`src/rtl/sdram_rd_arbiter.sv`:
```
// Two-port burst read arbiter in front of an SDRAM controller read port.
// Grants whole bursts round-robin, tags each command, routes returned data by tag.
module sdram_rd_arbiter #(
    parameter int ADDR_W  = 23,
    parameter int DATA_W  = 16,
    parameter int LEN_W   = 9,
    parameter int MAX_OUT = 8
) (
    input  logic              clk,
    input  logic              rst,
    input  logic              req0,
    input  logic [ADDR_W-1:0] addr0,
    input  logic [LEN_W-1:0]  len0,
    input  logic              req1,
    input  logic [ADDR_W-1:0] addr1,
    input  logic [LEN_W-1:0]  len1,
    output logic              grant0,
    output logic              grant1,
    output logic [DATA_W-1:0] data_out,
    output logic              valid0,
    output logic              valid1,
    output logic              done0,
    output logic              done1,
    output logic              cmd_valid,
    output logic [ADDR_W-1:0] cmd_addr,
    input  logic              cmd_ready,
    input  logic              rd_valid,
    input  logic [DATA_W-1:0] rd_data,
    output logic              busy
);
    // Handshakes: a command transfers on any cycle with cmd_valid && cmd_ready, and
    // cmd_valid/cmd_addr hold until it does. rd_valid has no back-pressure; every
    // beat consumes one tag from the head of the tag FIFO (ignored when empty).

    localparam int PTR_W = $clog2(MAX_OUT);
    localparam logic [PTR_W:0] FULL_CNT = (PTR_W+1)'(MAX_OUT);

    typedef enum logic {S_IDLE = 1'b0, S_BURST = 1'b1} state_t;

    state_t            state_q, state_d;
    logic              last_owner_q, last_owner_d;
    logic              owner_q, owner_d;
    logic              grant0_q, grant0_d;
    logic              grant1_q, grant1_d;
    logic [ADDR_W-1:0] cur_addr_q, cur_addr_d;
    logic [LEN_W-1:0]  remaining_q, remaining_d;
    logic [PTR_W-1:0]  wr_ptr_q, wr_ptr_d;
    logic [PTR_W-1:0]  rd_ptr_q, rd_ptr_d;
    logic [PTR_W:0]    count_q, count_d;
    logic [1:0]        fifo_mem_q [MAX_OUT];  // {owner, last}

    logic              win0, win1;
    logic [LEN_W-1:0]  sel_len;
    logic              push, pop;
    logic [1:0]        head;

    assign cmd_valid = (state_q == S_BURST) && (count_q != FULL_CNT);
    assign cmd_addr  = cur_addr_q;
    assign push      = cmd_valid && cmd_ready;
    assign pop       = rd_valid && (count_q != '0);
    assign head      = fifo_mem_q[rd_ptr_q];

    assign grant0   = grant0_q;
    assign grant1   = grant1_q;
    assign data_out = pop ? rd_data : '0;
    assign valid0   = pop && !head[1];
    assign valid1   = pop && head[1];
    assign done0    = pop && !head[1] && head[0];
    assign done1    = pop && head[1] && head[0];
    assign busy     = (state_q != S_IDLE) || (count_q != '0);

    always_comb begin
        state_d      = state_q;
        last_owner_d = last_owner_q;
        owner_d      = owner_q;
        grant0_d     = 1'b0;
        grant1_d     = 1'b0;
        cur_addr_d   = cur_addr_q;
        remaining_d  = remaining_q;
        wr_ptr_d     = wr_ptr_q;
        rd_ptr_d     = rd_ptr_q;
        count_d      = count_q;

        // On a tie the port that did not own the previous burst wins.
        win0    = req0 && (!req1 || last_owner_q);
        win1    = req1 && (!req0 || !last_owner_q);
        sel_len = win1 ? len1 : len0;

        unique case (state_q)
            S_IDLE: begin
                if (win0 || win1) begin
                    grant0_d     = win0;
                    grant1_d     = win1;
                    owner_d      = win1;
                    last_owner_d = win1;
                    cur_addr_d   = win1 ? addr1 : addr0;
                    remaining_d  = (sel_len == '0) ? LEN_W'(1) : sel_len;
                    state_d      = S_BURST;
                end
            end
            S_BURST: begin
                if (push) begin
                    cur_addr_d  = cur_addr_q + 1'b1;
                    remaining_d = remaining_q - 1'b1;
                    if (remaining_q == LEN_W'(1)) begin
                        state_d = S_IDLE;
                    end
                end
            end
            default: state_d = S_IDLE;
        endcase

        if (push) wr_ptr_d = wr_ptr_q + 1'b1;
        if (pop)  rd_ptr_d = rd_ptr_q + 1'b1;
        unique case ({push, pop})
            2'b10:   count_d = count_q + 1'b1;
            2'b01:   count_d = count_q - 1'b1;
            default: count_d = count_q;
        endcase
    end

    always_ff @(posedge clk or posedge rst) begin
        if (rst) begin
            state_q      <= S_IDLE;
            last_owner_q <= 1'b1;
            owner_q      <= 1'b0;
            grant0_q     <= 1'b0;
            grant1_q     <= 1'b0;
            cur_addr_q   <= '0;
            remaining_q  <= '0;
            wr_ptr_q     <= '0;
            rd_ptr_q     <= '0;
            count_q      <= '0;
            for (int i = 0; i < MAX_OUT; i++) fifo_mem_q[i] <= '0;
        end else begin
            state_q      <= state_d;
            last_owner_q <= last_owner_d;
            owner_q      <= owner_d;
            grant0_q     <= grant0_d;
            grant1_q     <= grant1_d;
            cur_addr_q   <= cur_addr_d;
            remaining_q  <= remaining_d;
            wr_ptr_q     <= wr_ptr_d;
            rd_ptr_q     <= rd_ptr_d;
            count_q      <= count_d;
            if (push) fifo_mem_q[wr_ptr_q] <= {owner_q, remaining_q == LEN_W'(1)};
        end
    end
endmodule

```
`config.mk`:
```
export PLATFORM = sky130hd
export DESIGN_NAME = sdram_rd_arbiter
export DESIGN_NICKNAME = d
export VERILOG_FILES = /design/src/rtl/sdram_rd_arbiter.sv
export SDC_FILE = /design/constraint.sdc
export NUM_CORES = 1
export LEC_CHECK = 0
export ABC_CLOCK_PERIOD_IN_PS = 5600
export CAP_MARGIN = 10
export CORE_MARGIN = 2
export CORE_UTILIZATION = 50
export CTS_CLUSTER_DIAMETER = 100
export DETAILED_ROUTE_END_ITERATION = 6
export PLACE_DENSITY = 0.9
export SETUP_SLACK_MARGIN = 0.2
export SYNTH_ARGS = -nofsm -noshare
export SYNTH_HDL_FRONTEND = slang
export SYNTH_SLANG_ARGS = --single-unit
```
`constraint.sdc`:
```
create_clock -name clk -period 5.6 [get_ports clk]
set_clock_uncertainty 0.2 [all_clocks]
set_input_delay 1.12 -clock clk [delete_from_list [all_inputs] [get_ports clk]]
set_output_delay 1.12 -clock clk [all_outputs]
set_load 0.05 [all_outputs]
```
==> results of run 1 <==
[cell usage in the layout, fill, tap and decap left out, types with 3 or more instances in the layout]
cell type        instances
clkdlybuf4s50_1        132
dfrtp_1                 61
nand2_1                 48
mux2_2                  31
a21oi_1                 28
o21ai_0                 22
nor2_1                  21
and2_1                  20
nand3_1                 18
inv_1                   11
nor3_1                  10
clkbuf_8                10
nor4_1                   9
mux2i_1                  9
o22ai_1                  9
ha_1                     8
a211oi_1                 5
xor2_1                   5
or3_1                    5
nand4_1                  5
clkinv_2                 4
xnor2_1                  4
a22o_1                   4
a31oi_1                  4
mux4_2                   4
o32ai_1                  3
o32a_1                   3
nand2b_1                 3
a21o_1                   3
a2bb2oi_1                3
a31o_2                   3
a2111oi_0                3
buf_4                    3
[cell families after synthesis]
group                    after synthesis  synth area share
AO/OA/AOI/OAI                        106            0.1726
XOR/XNOR                               9           0.01938
adder cells (fa/ha/maj)                8           0.02461
buffers and inverters                 38           0.04613
flip-flops                            63            0.3879
multiplexers                          44            0.1301
AND/OR/NAND/NOR                      163            0.2193
[area by class of cell]
type,instances,area [um^2]
clock buffers,11,141.4
clock inverters,4,22.52
fillers,567,2230
inverters,13,50.05
multi-input cells,330,2313
flip-flops and latches,63,1579
well taps,102,127.6
repair buffers,135,1344
[final timing paths]
| check | to | from | slack [ns] | cells after the start |
|---|---|---|---|---|
| max | data_out[15] | rd_valid | 0.87 | 5 |
| min | count_q[3] | count_q[3] | 0.31 | 1 |
| max reg2reg | count_q[3] | state_q | 2.34 | 7 |
| min reg2reg | count_q[3] | count_q[3] | 0.31 | 1 |
| max in group asynchronous | last_owner_q | rst | 3.31 | 3 |
| min in group asynchronous | cmd_addr[22] | rst | 0.97 | 2 |
[per-stage QoR]
stage	instances	util	hold slack, ns	instance area [um^2]
3_5_place_dp	643	0.6934	0.2839	5414
6_report	658	0.7144	0.3093	5578
3_3_place_gp	643	0.6934	0.2696	5414
4_1_cts	658	0.7144	0.3071	5578
5_1_grt	658	0.7144	0.3215	5578
2_1_floorplan	431	-	0.2452	4068
[flip-flops by register name, indices dropped and copies added (netlist names), 3 cells and up]
register and cells:
cmd_addr 23, count_q 4, fifo_mem_q 16, rd_ptr_q 3, remaining_q 9, wr_ptr_q 3
[synthesized netlist by cell type (4+ instances only)]
cell type  instances
dfrtp_1           62
nand2_1           48
mux2_2            31
a21oi_1           28
o21ai_0           22
nor2_1            21
and2_1            20
nand3_1           18
clkbuf_1          14
inv_1             12
nor3_1            10
mux2i_1            9
nor4_1             9
o22ai_1            9
ha_1               8
a211oi_1           5
buf_2              5
buf_6              5
nand4_1            5
or3_1              5
xor2_1             5
a22o_1             4
a31oi_1            4
mux4_2             4
xnor2_1            4
[power breakdown]
part | total, uW | switching, uW | internal, uW
Sequential | 873 | 246 | 627
Clock | 343 | 175 | 168
Combinational | 1180 | 681 | 501
[metal layers]
metal | wire length [um] | global-route usage | vias up
met5 | 0 | 0 | -
met4 | 211 | 0.09783 | 0
met3 | 692 | 0.04013 | 22
met2 | 5847 | 0.4482 | 176
met1 | 4765 | 0.3433 | 1894
li1 | - | - | 1838
[critical path, delay by kind of cell]
family                 cells  cell delay [ns]
buffers and inverters      3             1.56
AND/OR/NAND/NOR            2             0.71
==> impl_metrics.json, run 1 <==
{
  "dp_slack_ns": 0.8825,
  "postSynthCellCount": 431,
  "synthDistinctLibCells": 66,
  "fp.coreArea_um2": 7807,
  "vias_per_cell": 5.973,
  "cts_hold_buffers": 0,
  "status": "complete, no violations",
  "wire_per_inst_um": 17.50,
  "period_minus_slack_ns": 4.730,
  "cts_max_level": 3,
  "fmax_ghz": 0.2114,
  "rows": 32,
  "synth_nets": 525,
  "yosysTopAreaCell": "dfrtp_1",
  "path_class": "primary input to primary output",
  "fin_crit_sh": 0.8446,
  "slew_headroom": 0.3052,
  "drv_slew": 0,
  "clockBufferDepth": 2,
  "portBuffers": 132,
  "syn_area_um2": 4068,
  "area_growth_pct": 37.13,
  "boundaryPins": 133,
  "crit_path_frequent_cell": "clkdlybuf4s50_1",
  "drt_first_pass_iters": 5,
  "drc": 0,
  "finalHoldViolCount": 0,
  "rsz0062_at_grt": "false",
  "p_leak_uw": 0.002256,
  "hp-class": "flip-flop to flip-flop",
  "cp-end-kind": "primary output",
  "cpPeakStageDelay_ns": 0.83,
  "yosysSeqAreaShare": 0.3879,
  "synth_flop_cell": "dfrtp_1",
  "grt_first_pass_wirelength_um": 18600,
  "setup_violations": 0,
  "nets": 646,
  "initial_core_util": 0.5210,
  "clock-sinks": 63,
  "antenna_found_initial": 0,
  "cts.repair.resized": 0,
  "drt_iter0_markers": 298,
  "grt_use_total": 0.2649,
  "critPathSlowestCell": "clkdlybuf4s50_1",
  "cp.arrival_ns": 3.41,
  "postSynthAreaPerCell_um2": 9.438,
  "yosysTopAreaCellShare": 0.3814,
  "synth-edff-count": 0,
  "power_density_nw_per_um2": 429.9,
  "path_cells": "clkdlybuf4s50_1 > nor2b_1 > buf_4 > and2_1 > clkdlybuf4s50_1",
  "cts_root_buffer": "clkbuf_8",
  "die_y_um": 94.20,
  "gp_congestion": 0.8546,
  "die-area_um2": 8873,
  "cts_tree": "done",
  "wl_um": 11520,
  "vias": 3930,
  "tightest_slew_ns": 1.040,
  "yosys_register_bits": 63,
  "crit_fanout": 16,
  "power_uw": 2398,
  "yosysWarnings": 0,
  "ir_drop_mv": 0.3050,
  "worst_slack_ns": 0.8702,
  "setup-tns-final_ns": 0,
  "fp.dieW_um": 94.20,
  "grt_pass1_vias": 3943,
  "cp_data_required_time_ns": 4.28,
  "gr-total-overflow": 0,
  "drive_gt1_frac": 0.1313,
  "async_reset_ff_frac": 1.000,
  "cts_buffers": 9,
  "clk_pin_slew_worst_paths_ns": 0.07,
  "maxCapViolations": 0,
  "cts_setup_buffers": 0,
  "drtAntennaViolNets": 0,
  "dp_hpwl_um": 8310,
  "clk_latency_ns": 0.34,
  "worstSetupStartpointType": "primary input",
  "grt_start_max_net_pins": 70,
  "yosys-top-cells-area": "dfrtp_1 (38%), mux2_2 (8.6%), nand2_1 (4.4%)",
  "antenna_cells": 0
}
(Power assumes the default switching activity.)
==> inputs of run 2 (changes only) <==
--- a/config.mk
+++ b/config.mk
@@ -5,13 +5,13 @@
 export SDC_FILE = /design/constraint.sdc
 export NUM_CORES = 1
 export LEC_CHECK = 0
-export ABC_CLOCK_PERIOD_IN_PS = 5600
+export ABC_CLOCK_PERIOD_IN_PS = 4000
 export CAP_MARGIN = 10
 export CORE_MARGIN = 2
-export CORE_UTILIZATION = 50
+export CORE_UTILIZATION = 42
 export CTS_CLUSTER_DIAMETER = 100
 export DETAILED_ROUTE_END_ITERATION = 6
-export PLACE_DENSITY = 0.9
+export PLACE_DENSITY = 0.81
 export SETUP_SLACK_MARGIN = 0.2
 export SYNTH_ARGS = -nofsm -noshare
 export SYNTH_HDL_FRONTEND = slang
==> constraint.sdc (replaced) <==
create_clock -name clk -period 4 [get_ports clk]
set_clock_uncertainty 0.2 [all_clocks]
set_input_delay 0.8 -clock clk [delete_from_list [all_inputs] [get_ports clk]]
set_output_delay 0.8 -clock clk [all_outputs]
set_load 0.05 [all_outputs]
==> run 2 against run 1 <==
Net effect:
- combinational power rose by 47%
- worst hold slack got worse by 0.018 ns
- power rose by 46%
- global-route usage fell by 3.7 points
- sequential cell count did not move
- via count fell by 1.1%
- routed wire length fell by 1.2%
- die area rose by 18%
- clock power rose by 64%
- highest routed layer unchanged
==> impl_metrics.json, run 2 (same netlist as run 1, synthesis figures left out) <==
{
  "cts_buffers": 9,
  "vias": 3888,
  "drt_iter0_markers": 245,
  "crit_fanout": 20,
  "regArea_um2": 1579,
  "cts_tree": "done",
  "p_int_uw": 1952,
  "cts.repair.resized": 0,
  "antenna_found_initial": 0,
  "fp.dieW_um": 102.4,
  "cp-end-kind": "primary output",
  "critPathSlowestCell": "clkdlybuf4s50_1",
  "drt_first_pass_iters": 5,
  "clockBufferDepth": 2,
  "dp_hpwl_um": 8514,
  "p_seq_frac": 0.345,
  "cts_root_buffer": "clkbuf_8",
  "fill_cells": 755,
  "swShare": 0.4436,
  "drv_slew": 0,
  "highest_layer": "met4",
  "tightest_slew_ns": 0.7864,
  "drive_gt1_frac": 0.1714,
  "cp-startpoint": "rd_valid",
  "cp.arrival_ns": 2.39,
  "status": "complete, no violations",
  "cpPeakStageDelay_ns": 0.45,
  "grt_pass1_vias": 3860,
  "path_cells": "clkdlybuf4s50_1 > nor2b_1 > buf_4 > nor2b_1 > buf_12",
  "initial_core_util": 0.4361,
  "power_uw": 3509,
  "postPlaceCellArea_um2": 5670,
  "cts_hold_buffers": 0,
  "p_sw_uw": 1557,
  "power_frac_clock": 0.160,
  "final_cells": 689,
  "drc": 0,
  "grt_first_pass_wirelength_um": 18640,
  "period_minus_slack_ns": 3.391,
  "clk_latency_ns": 0.35,
  "crit_path_frequent_cell": "nor2b_1",
  "cp_data_required_time_ns": 3.00,
  "portBuffers": 132,
  "area_growth_pct": 44.32,
  "finalHoldViolCount": 0,
  "dpl.cell_count": 673,
  "clk_pin_slew_worst_paths_ns": 0.06,
  "rows": 35,
  "setup_violations": 0,
  "die_y_um": 102.4,
  "largest_register_ffs": 23,
  "die-area_um2": 10490,
  "power_density_nw_per_um2": 597.8,
  "slew_headroom": 0.4750,
  "gr-total-overflow": 0,
  "gp_congestion": 0.8389,
  "rsz0062_at_grt": "false",
  "layout_commonest_cell": "clkdlybuf4s50_1",
  "drtAntennaViolNets": 0,
  "setup-tns-final_ns": 0,
  "antenna_cells": 0,
  "fin_crit_sh": 0.8477,
  "fp.coreArea_um2": 9328,
  "boundaryPins": 133,
  "crit_family": "buffers and inverters",
  "multi_input_area_um2": 2313,
  "cts_max_level": 3,
  "combPwrFrac": 0.494,
  "path_buf_inv": 3,
  "final_cell_mix": "clkdlybuf4s50_1 (112), dfrtp_1 (61), nand2_1 (48)",
  "worstSetupStartpointType": "primary input",
  "maxCapViolations": 0,
  "min_from": "count_q[3]",
  "grt_use_total": 0.2284,
  "met3_wirelength_um": 1026,
  "p_leak_uw": 0.002384,
  "nets": 649,
  "path_class": "primary input to primary output",
  "wire_per_inst_um": 16.51,
  "wl_um": 11380,
  "r2r-start": "count_q[0]",
  "grt_start_max_net_pins": 68,
  "vias_per_cell": 5.643,
  "ir_drop_mv": 0.3992,
  "hp-class": "flip-flop to flip-flop",
  "route.met2.wl_um": 5627,
  "fmax_ghz": 0.2949,
  "stdcell_area_um2": 5871,
  "clock-sinks": 63,
  "wl_met1_um": 4477,
  "cts_setup_buffers": 0
}
run 2: layout make-up:
class                           count  area share
Multi-Input combinational cell    330      0.3941
Timing Repair Buffer              138      0.2668
Clock buffer                       12     0.02472
Sequential cell                    63      0.2690
Tap cell                          129     0.02749
Clock inverter                      4    0.009378
Inverter                           13    0.008525
run 2: power groups by stage:
stage	combinational (uW)	clock (uW)	sequential, uW
3_5_place_dp	1740	0	1210
4_1_cts	1740	567	1200
2_1_floorplan	920	0	1410
5_1_grt	1870	594	1260
6_report	1730	562	1210
3_3_place_gp	1690	0	1190
run 2: per-layer routing:
layer	vias up	GRT usage
li1	1853	-
met1	1814	0.2789
met2	201	0.3922
met3	20	0.05198
met4	0	0.09026
met5	-	0
run 2: worst paths after layout:
kind,slack [ns],cells after the start,end
max reg2reg,1.05,10,count_q[2]
min reg2reg,0.29,1,count_q[3]
min in group asynchronous,0.72,2,cmd_addr[17]
min,0.29,1,count_q[3]
max in group asynchronous,2.17,3,fifo_mem_q[9]
max,0.61,5,valid1
run 2: per-stage QoR:
stage | util | hold WS [ns] | setup WS [ns]
after CTS | 0.6294 | 0.2902 | 0.5900
after global routing | 0.6294 | 0.3060 | 0.4824
after floorplan | - | 0.2452 | 0.9314
after detailed placement | 0.6079 | 0.2816 | 0.5740
after global placement | 0.6079 | 0.2717 | 0.6276
final | 0.6294 | 0.2911 | 0.6094
==> inputs of run 3 (changes only) <==
--- a/config.mk
+++ b/config.mk
@@ -5,13 +5,13 @@
 export SDC_FILE = /design/constraint.sdc
 export NUM_CORES = 1
 export LEC_CHECK = 0
-export ABC_CLOCK_PERIOD_IN_PS = 4000
+export ABC_CLOCK_PERIOD_IN_PS = 3300
 export CAP_MARGIN = 10
 export CORE_MARGIN = 2
-export CORE_UTILIZATION = 42
+export CORE_UTILIZATION = 47
 export CTS_CLUSTER_DIAMETER = 100
 export DETAILED_ROUTE_END_ITERATION = 6
-export PLACE_DENSITY = 0.81
+export PLACE_DENSITY = 0.86
 export SETUP_SLACK_MARGIN = 0.2
 export SYNTH_ARGS = -nofsm -noshare
 export SYNTH_HDL_FRONTEND = slang
==> constraint.sdc (replaced) <==
create_clock -name clk -period 3.3 [get_ports clk]
set_clock_uncertainty 0.2 [all_clocks]
set_input_delay 0.66 -clock clk [delete_from_list [all_inputs] [get_ports clk]]
set_output_delay 0.66 -clock clk [all_outputs]
set_load 0.05 [all_outputs]
==> run 3 against run 2 <==
Net effect:
- combinational power grew 24%
- global-route usage grew 3.2 points
- sequential cell count is the same
- die area shrank 10%
- utilization grew 8.4 points
- critical path depth shrank 1
- highest routed layer unchanged
- non-clock buffer count grew 2
- power grew 25%
- critical path type is now flip-flop to primary output
- first-iteration DRC count grew 19%
- worst hold slack gained 0.013 ns
==> impl_metrics.json, run 3 (same netlist as run 1, synthesis figures left out) <==
{
  "drt_first_pass_iters": 4,
  "drv_slew": 0,
  "fp.coreArea_um2": 8299,
  "setup_violations": 0,
  "gr-total-overflow": 0,
  "maxCapViolations": 0,
  "grt_pass1_vias": 4175,
  "cts_hold_buffers": 0,
  "boundaryPins": 133,
  "die_y_um": 97.03,
  "cp.arrival_ns": 2.11,
  "wire_per_inst_um": 17.63,
  "cts_buffers": 9,
  "layout_commonest_cell": "clkdlybuf4s50_1",
  "drive_gt1_frac": 0.1815,
  "cts_setup_buffers": 0,
  "fin_crit_sh": 0.9000,
  "rsz0062_at_grt": "false",
  "vias_per_cell": 5.919,
  "grt_first_pass_wirelength_um": 20090,
  "portBuffers": 132,
  "ir_drop_mv": 0.5710,
  "power_density_nw_per_um2": 738.6,
  "antenna_found_initial": 0,
  "grt_start_max_net_pins": 68,
  "status": "complete, no violations",
  "clock-sinks": 63,
  "cts_max_level": 3,
  "fmax_ghz": 0.3367,
  "clk_pin_slew_worst_paths_ns": 0.07,
  "setup-tns-final_ns": 0,
  "nets": 651,
  "slew_headroom": 0.5406,
  "drtAntennaViolNets": 0,
  "cpPeakStageDelay_ns": 0.55,
  "rows": 33,
  "vias": 3948,
  "p_leak_uw": 0.002429,
  "grt_use_met3": 0.07153,
  "cts_tree": "done",
  "r2r_slack_ns": 0.47,
  "clk_latency_ns": 0.35,
  "finalHoldViolCount": 0,
  "cp_data_required_time_ns": 2.44,
  "gp_congestion": 0.8388,
  "antenna_cells": 0,
  "grt_use_total": 0.2602,
  "final_cell_mix": "clkdlybuf4s50_1 (110), dfrtp_1 (61), nand2_1 (48)",
  "area_growth_pct": 45.62,
  "period_minus_slack_ns": 2.970,
  "grt.met2_usage": 0.4535,
  "cp-end-kind": "primary output",
  "path_cells": "mux4_2 > mux2i_1 > and3_1 > buf_12",
  "dp_hpwl_um": 8600,
  "post-route-util": 0.7137,
  "largest_register_ffs": 23,
  "use_met1": 0.3036,
  "wl_um": 11760,
  "die-area_um2": 9415,
  "fp.dieW_um": 97.03,
  "crit_fanout": 6,
  "tightest_slew_ns": 0.6866,
  "clockBufferDepth": 2,
  "drc": 0,
  "path_class": "flip-flop to primary output",
  "hp-class": "flip-flop to flip-flop",
  "worstSetupStartpointType": "flip-flop",
  "cts_root_buffer": "clkbuf_8",
  "drt_iter0_markers": 292,
  "initial_core_util": 0.4901,
  "grt_busiest_layer": "met2",
  "critPathSlowestCell": "mux4_2"
}
[run 3: changes by cell type in the layout (fill, tap and decap cells not counted), sizes merged]
cell,delta
buf,+3
clkbuf,+2
clkdlybuf4s50,-2
clkinv,-1
clkinvlp,-1
dlygate4sd2,+1
[run 3: final cells by class]
class	instances	area (um^2)
fill	584	2376
inverter	13	50.05
clock inverter	2	35.03
clock buffer	14	192.7
timing repair buffer	140	1615
tap	105	131.4
multi-input combinational	330	2320
sequential	63	1579
[run 3: final timing paths]
path / startpoint / endpoint / cells past startpoint
min in group asynchronous: rst / cmd_addr[21] / 2
setup reg to reg: count_q[0] / count_q[2] / 10
hold / removal: count_q[3] / count_q[3] / 1
max in group asynchronous: rst / last_owner_q / 3
setup / recovery: rd_ptr_q[0] / done0 / 4
hold reg to reg: count_q[3] / count_q[3] / 1
[run 3: per-stage QoR]
step	power, uW	cell area (um^2)	std cells	hold slack, ns	setup slack, ns
after floorplan	2822	4068	431	0.2452	0.5114
after global placement	3514	5690	651	0.2707	0.3269
after detailed placement	3607	5690	651	0.2802	0.2059
after CTS	4373	5917	667	0.2897	0.3093
after global routing	4642	5923	667	0.3287	0.2172
final	4375	5923	667	0.3037	0.3299
[run 3: timing repair]
| action | 4_1_cts | 5_1_grt |
|---|---|---|
| resized for setup | 1 | 1 |
| pin swaps | 0 | 0 |
| endpoints found under the setup margin | 1 | 1 |
| gates cloned | 0 | 0 |
[run 3: critical path, delay by kind of cell, from the launching register on]
family,cells,cell delay (ns)
and+or+nand+nor,1,0.25
muxes,2,0.82
DFF,1,0.54
buffers and inverters,1,0.14
[run 3: where the power goes]
part / internal (uW) / switching (uW)
Sequential: 1060 / 425
Combinational: 942 / 1200
Clock: 451 / 295
Total: 2460 / 1920
[run 3: metal layers]
| metal | routed length [um] | part of all wire | vias up |
|---|---|---|---|
| met1 | 4674 | 0.40 | 1891 |
| met4 | 287 | 0.024 | 0 |
| met5 | 0 | 0 | - |
| li1 | - | - | 1847 |
| met2 | 6002 | 0.51 | 179 |
| met3 | 791 | 0.067 | 31 |
